$ cat config.mk
export PLATFORM = sky130hd
export DESIGN_NAME = mtime_timer
export DESIGN_NICKNAME = d
export VERILOG_FILES = /design/src/rtl/mtime_timer.sv
export SDC_FILE = /design/constraint.sdc
export NUM_CORES = 1
export LEC_CHECK = 0
export ABC_AREA = 1
export BUFFER_PORTS_ARGS = -buffer_cell sky130_fd_sc_hd__buf_2
export CORE_UTILIZATION = 50
export CTS_CLUSTER_DIAMETER = 60
export DETAILED_ROUTE_END_ITERATION = 6
export HOLD_SLACK_MARGIN = 0.06
export PLACE_DENSITY_LB_ADDON = 0.05
export SYNTH_ARGS = -nofsm -noshare
export SYNTH_HDL_FRONTEND = slang
export SYNTH_SLANG_ARGS = --single-unit
$ cat constraint.sdc
create_clock -name clk -period 1.8 [get_ports clk]
set_input_delay 0.36 -clock clk [delete_from_list [all_inputs] [get_ports clk]]
set_output_delay 0.36 -clock clk [all_outputs]
set_load 0.03 [all_outputs]
$ cat src/rtl/mtime_timer.sv
// Memory-mapped 64-bit machine timer with prescaler, compare register and
// registered interrupt level; MTIME_HI reads return the half latched by the last MTIME_LO read.
module mtime_timer #(
  parameter logic [31:0] BASE_ADDR      = 32'hC000_0000,
  parameter logic [15:0] PRESCALE_RESET = 16'd0
) (
  input  logic        clk,
  input  logic        rst_n,
  input  logic        rd_en,
  input  logic        wr_en,
  input  logic [31:0] addr,
  input  logic [31:0] wr_data,
  input  logic [3:0]  wr_strobe,
  output logic [31:0] rd_data,
  output logic        access_fault,
  output logic        mtime_interrupt
);

  localparam logic [2:0] REG_MTIME_LO    = 3'd0;
  localparam logic [2:0] REG_MTIME_HI    = 3'd1;
  localparam logic [2:0] REG_MTIMECMP_LO = 3'd2;
  localparam logic [2:0] REG_MTIMECMP_HI = 3'd3;
  localparam logic [2:0] REG_CTRL        = 3'd4;
  localparam logic [2:0] REG_PRESCALE    = 3'd5;

  logic [63:0] mtime_q, mtime_d;
  logic [63:0] mtimecmp_q, mtimecmp_d;
  logic        en_q, en_d;
  logic [15:0] prescale_q, prescale_d;
  logic [15:0] pcnt_q, pcnt_d;
  logic [31:0] shadow_q, shadow_d;
  logic        irq_q, irq_d;

  logic        sel, bad_off, rd_ok, wr_ok;
  logic [2:0]  reg_idx;
  logic [31:0] wr_mask;

  assign sel     = (addr[31:5] == BASE_ADDR[31:5]);
  assign reg_idx = addr[4:2];
  assign bad_off = (addr[1:0] != 2'b00) || (reg_idx == 3'd6) || (reg_idx == 3'd7);

  assign access_fault = rst_n & (rd_en | wr_en) & sel & bad_off;
  assign rd_ok        = rst_n & rd_en & sel & ~bad_off;
  assign wr_ok        = wr_en & sel & ~bad_off;

  genvar gi;
  generate
    for (gi = 0; gi < 4; gi++) begin : g_mask
      assign wr_mask[8*gi +: 8] = {8{wr_strobe[gi]}};
    end
  endgenerate

  always_comb begin
    rd_data = '0;
    if (rd_ok) begin
      case (reg_idx)
        REG_MTIME_LO:    rd_data = mtime_q[31:0];
        REG_MTIME_HI:    rd_data = shadow_q;
        REG_MTIMECMP_LO: rd_data = mtimecmp_q[31:0];
        REG_MTIMECMP_HI: rd_data = mtimecmp_q[63:32];
        REG_CTRL:        rd_data = {31'd0, en_q};
        REG_PRESCALE:    rd_data = {16'd0, prescale_q};
        default:         rd_data = '0;
      endcase
    end
  end

  always_comb begin
    mtime_d    = mtime_q;
    mtimecmp_d = mtimecmp_q;
    en_d       = en_q;
    prescale_d = prescale_q;
    pcnt_d     = pcnt_q;
    shadow_d   = shadow_q;
    irq_d      = (mtime_q >= mtimecmp_q);

    if (en_q) begin
      if (pcnt_q == prescale_q) begin
        pcnt_d  = 16'd0;
        mtime_d = mtime_q + 64'd1;
      end else begin
        pcnt_d = pcnt_q + 16'd1;
      end
    end

    // Snapshot the high half so a following MTIME_HI read is coherent with this LO.
    if (rd_ok && reg_idx == REG_MTIME_LO)
      shadow_d = mtime_q[63:32];

    if (wr_ok) begin
      case (reg_idx)
        REG_MTIME_LO: begin
          mtime_d = {mtime_q[63:32], (mtime_q[31:0] & ~wr_mask) | (wr_data & wr_mask)};
          pcnt_d  = 16'd0;
        end
        REG_MTIME_HI: begin
          mtime_d = {(mtime_q[63:32] & ~wr_mask) | (wr_data & wr_mask), mtime_q[31:0]};
          pcnt_d  = 16'd0;
        end
        REG_MTIMECMP_LO:
          mtimecmp_d[31:0] = (mtimecmp_q[31:0] & ~wr_mask) | (wr_data & wr_mask);
        REG_MTIMECMP_HI:
          mtimecmp_d[63:32] = (mtimecmp_q[63:32] & ~wr_mask) | (wr_data & wr_mask);
        REG_CTRL:
          if (wr_strobe[0]) en_d = wr_data[0];
        REG_PRESCALE: begin
          prescale_d = (prescale_q & ~wr_mask[15:0]) | (wr_data[15:0] & wr_mask[15:0]);
          pcnt_d     = 16'd0;
        end
        default: ;
      endcase
    end
  end

  always_ff @(posedge clk or negedge rst_n) begin
    if (!rst_n) begin
      mtime_q    <= 64'd0;
      mtimecmp_q <= 64'hFFFF_FFFF_FFFF_FFFF;
      en_q       <= 1'b1;
      prescale_q <= PRESCALE_RESET;
      pcnt_q     <= 16'd0;
      shadow_q   <= 32'd0;
      irq_q      <= 1'b0;
    end else begin
      mtime_q    <= mtime_d;
      mtimecmp_q <= mtimecmp_d;
      en_q       <= en_d;
      prescale_q <= prescale_d;
      pcnt_q     <= pcnt_d;
      shadow_q   <= shadow_d;
      irq_q      <= irq_d;
    end
  end

  assign mtime_interrupt = irq_q;

endmodule

==> results.md <==
* GRT overflow at 0
* TritonCTS clock tree: built
* Ratio of cells with drive above 1 in the final layout at 0.430
* Finished Cell Area at 22,000 um^2
* Final clock skew at 0.0162 ns
* Logic pwr share at 0.076
* Sequential power share at 0.491
* Post-DR wirelength/cell at 21.9 um
* Initial DRC Count at 1,926
* Critical Path RT at 2.19 ns
* Maximum vdd ir drop at 613 uV
* Register area at 4950 um^2
* Number of flops mapped to enable cells by yosys at 0
* Crit. Startpoint: mtime_q[3]
* Rows at 60
* Cts-stage hold buffer count at 0
* Max_cap viols at 0
* All-layer global routing usage at 0.430
* Sw Share at 0.260
* Placed Cells at 2,797
* Hold/Removal Path Class: in2async
* Largest area contributor in the netlist: dfrtp_1
* Final-stage net count at 2,684
* Fin worst setup slack at -0.437 ns
* I/O pins at 106
* Top cells by area, synth: dfrtp_1 23%, nand2_1 15%, dfstp_2 12%, o21ai_0 7.2%, inv_1 6.5%
* Antenna viol nets, final at 0
* Synth top area share at 0.232
* Leakage power at 9.81 nW
* Fin util at 0.810
* Status: complete, but fails checks
* Final setup violation count at 116
* DRT Wirelength at 64,200 um
* Yosys warnings at 0
* Die X at 169 um
* Worst r2r path cells at 13
* Seq/Total Area, Yosys at 0.354
* Via/cell ratio at 5.94
* Internal power at 0.00657 W
* Netlist cell types at 46
* CTS H-tree depth at 4
* Final Non-Filler Cells at 2,931
* Worst skew pair latency at 0.46 ns
* First-pass GRT wire length at 92,700 um
* Flops & latches, synth at 194
* Max-slew violations at 0
* Die area at 28,500 um^2
* DR vias at 17,400
* Relative slew slack at 0.616
* CP Launch Type: flip-flop
* Gate Count Post-Synth at 1,999
* Worst setup EP type: flip-flop
* Fillers at 1,813
* Clk pwr share at 0.433
* CTS Buffer Depth at 2
* Die height at 169 um
* Syn avg cell area at 6.97 um^2
* Max Freq at 0.447 GHz
* Layout area overhead at 57.9%
* Data arrival, critical path at 2.63 ns
* Synth Cell Area at 13,900 um^2
* Top_reg_cell synth: dfrtp_1
* Worst slew pin tran at 0.575 ns
* Area occupied by multi-input gates at 9770 um^2
* Post-DP HPWL at 44,000 um
* Largest net degree at the start of global routing at 87
* Final period util at 1.24
* Syn_nets at 2,137
* Number of global-route vias before repair at 16,500
* Fin. Hold Viols at 0
* RR Startpoint: mtime_q[3]
* CP Max Fanout at 3
* Initial antenna violation count at 0
* RSZ-0062 raised after global routing: true
* Placed cell area at 18,400 um^2
* Final period demand of the worst path at 2.24 ns
* Residual DRC at 0
* N_diodes at 0
* Sw power at 0.00231 W
* Clock Sinks at 194
* I/O Buffers at 105
* CTS buffer count at 17
* Clock root buffer: clkbuf_16
* Drt first pass iters at 6
* PD cells at 404 nW/um^2
* Routability Congestion at 1.01
* Final total power at 0.00888 W
* Core ar. at 27,200 um^2
* Worst-path clk slew at 0.08 ns
* CP Class: reg2reg
* FFs w/ async S/R, synth at 1.00
* Initial core utilization at 0.513
* Failing checks: negative setup slack
==> cells by family after synthesis <==
logic type               count (synthesis)  share of synthesized area
AO/OA/AOI/OAI                          436                      0.178
XOR/XNOR                                25                     0.0157
adder cells (fa/ha/maj)                 66                     0.0593
buffers and inverters                  330                     0.0920
flip-flops                             194                      0.354
AND/OR/NAND/NOR                        948                      0.301
==> stage by stage <==
stage          setup TNS (ns)  hold slack, ns  setup WS, ns
2_1_floorplan           -1.54          0.0644       -0.0891
3_3_place_gp           -50.57           0.463        -0.433
3_5_place_dp           -59.80           0.473        -0.471
4_1_cts                -19.28          0.0830        -0.299
5_1_grt                -37.00           0.104        -0.475
6_report               -28.35          0.0564        -0.437
==> cells in the final DEF (no fill, tap or decap), types with 8 or more instances in the layout <==
master / synthesis / final
buf_6: 2 / 131
dfrtp_1: 129 / 116
o21ai_2: 0 / 15
inv_4: 0 / 10
o21ai_1: 15 / 67
nor2_1: 174 / 113
nand3_2: 5 / 33
nand3_1: 74 / 37
a31oi_4: 0 / 16
o211ai_1: 8 / 8
buf_2: 20 / 57
nor3_4: 2 / 13
a21oi_4: 0 / 9
clkbuf_16: 0 / 17
nor2_4: 14 / 54
inv_1: 240 / 212
nand2_1: 556 / 495
a22oi_1: 46 / 46
nor3_1: 22 / 16
buf_4: 1 / 382
dfstp_2: 65 / 65
buf_12: 0 / 25
nand2_2: 4 / 54
dfrtp_2: 0 / 13
o21ai_0: 200 / 131
nand2_4: 1 / 9
nor2_2: 17 / 38
ha_4: 0 / 9
nand4_1: 38 / 38
inv_2: 14 / 29
xor2_1: 25 / 24
nand3_4: 3 / 12
ha_1: 66 / 56
a21oi_1: 102 / 75
a21oi_2: 0 / 18
==> worst paths after layout <==
check | slack (ns) | end
hold reg to reg | 0.47 | flip-flop
max in group asynchronous | 0.77 | mtime_q[27]
min in group clk | 0.14 | flip-flop
hold / removal | 0.06 | asynchronous set/reset pin
setup reg to reg | -0.44 | mtime_interrupt
setup / recovery | -0.44 | mtime_interrupt
==> cell usage after synthesis (17+ instances only) <==
cell type / count
xor2_1: 25
buf_2: 20
nand4_1: 38
nand2_1: 556
o21ai_0: 200
inv_1: 240
a21oi_1: 102
clkbuf_1: 48
dfstp_2: 65
ha_1: 66
nor3_1: 22
dfrtp_1: 129
a31oi_1: 17
nand3_1: 74
nor2_2: 17
nor2_1: 174
a22oi_1: 46
==> power groups by stage <==
stage	sequential [W]	clock [W]	combinational [W]
floorplan	0.00444	0	0.000205
global placement	0.00444	0	0.000552
detailed placement	0.00444	0	0.000557
CTS	0.00436	0.00383	0.000613
global route	0.00436	0.00398	0.000719
finish	0.00436	0.00384	0.000677
==> worst max-delay path, cell delays in order (launching register included) <==
cell and delay [ns]:
dfrtp_1 0.42, buf_4 0.15, buf_4 0.14, ha_4 0.28, nand2_2 0.07, o21bai_4 0.18
a21oi_4 0.21, o21ai_4 0.08, o211ai_1 0.16, buf_4 0.20, nand2_2 0.05, nand2_1 0.07
nand2_1 0.08, nand3_2 0.08
==> cell type report <==
class / instances / area share
inverters: 255 / 0.0458
repair inverters: 2 / 0.000512
clock buffers: 20 / 0.0207
repair buffers: 601 / 0.238
flip-flops and latches: 194 / 0.225
well taps: 372 / 0.0211
multi-input cells: 1475 / 0.444
clock inverters: 12 / 0.00483
==> repair_timing <==
action	CTS	global route
gates cloned	5	4
pin swaps	103	122
buffers inserted	57	54
setup endpoints to repair	114	187
resized for setup	363	279
==> per-layer routing <==
layer  vias to the layer above  GRT usage  wire length [um]
met3                       282     0.0872              6250
met5                         -          0                 0
met1                      8277      0.566             25400
li1                       7734          -                 -
met4                         0      0.210              3730
met2                      1104      0.676             28800
(Power assumes the default switching activity.)
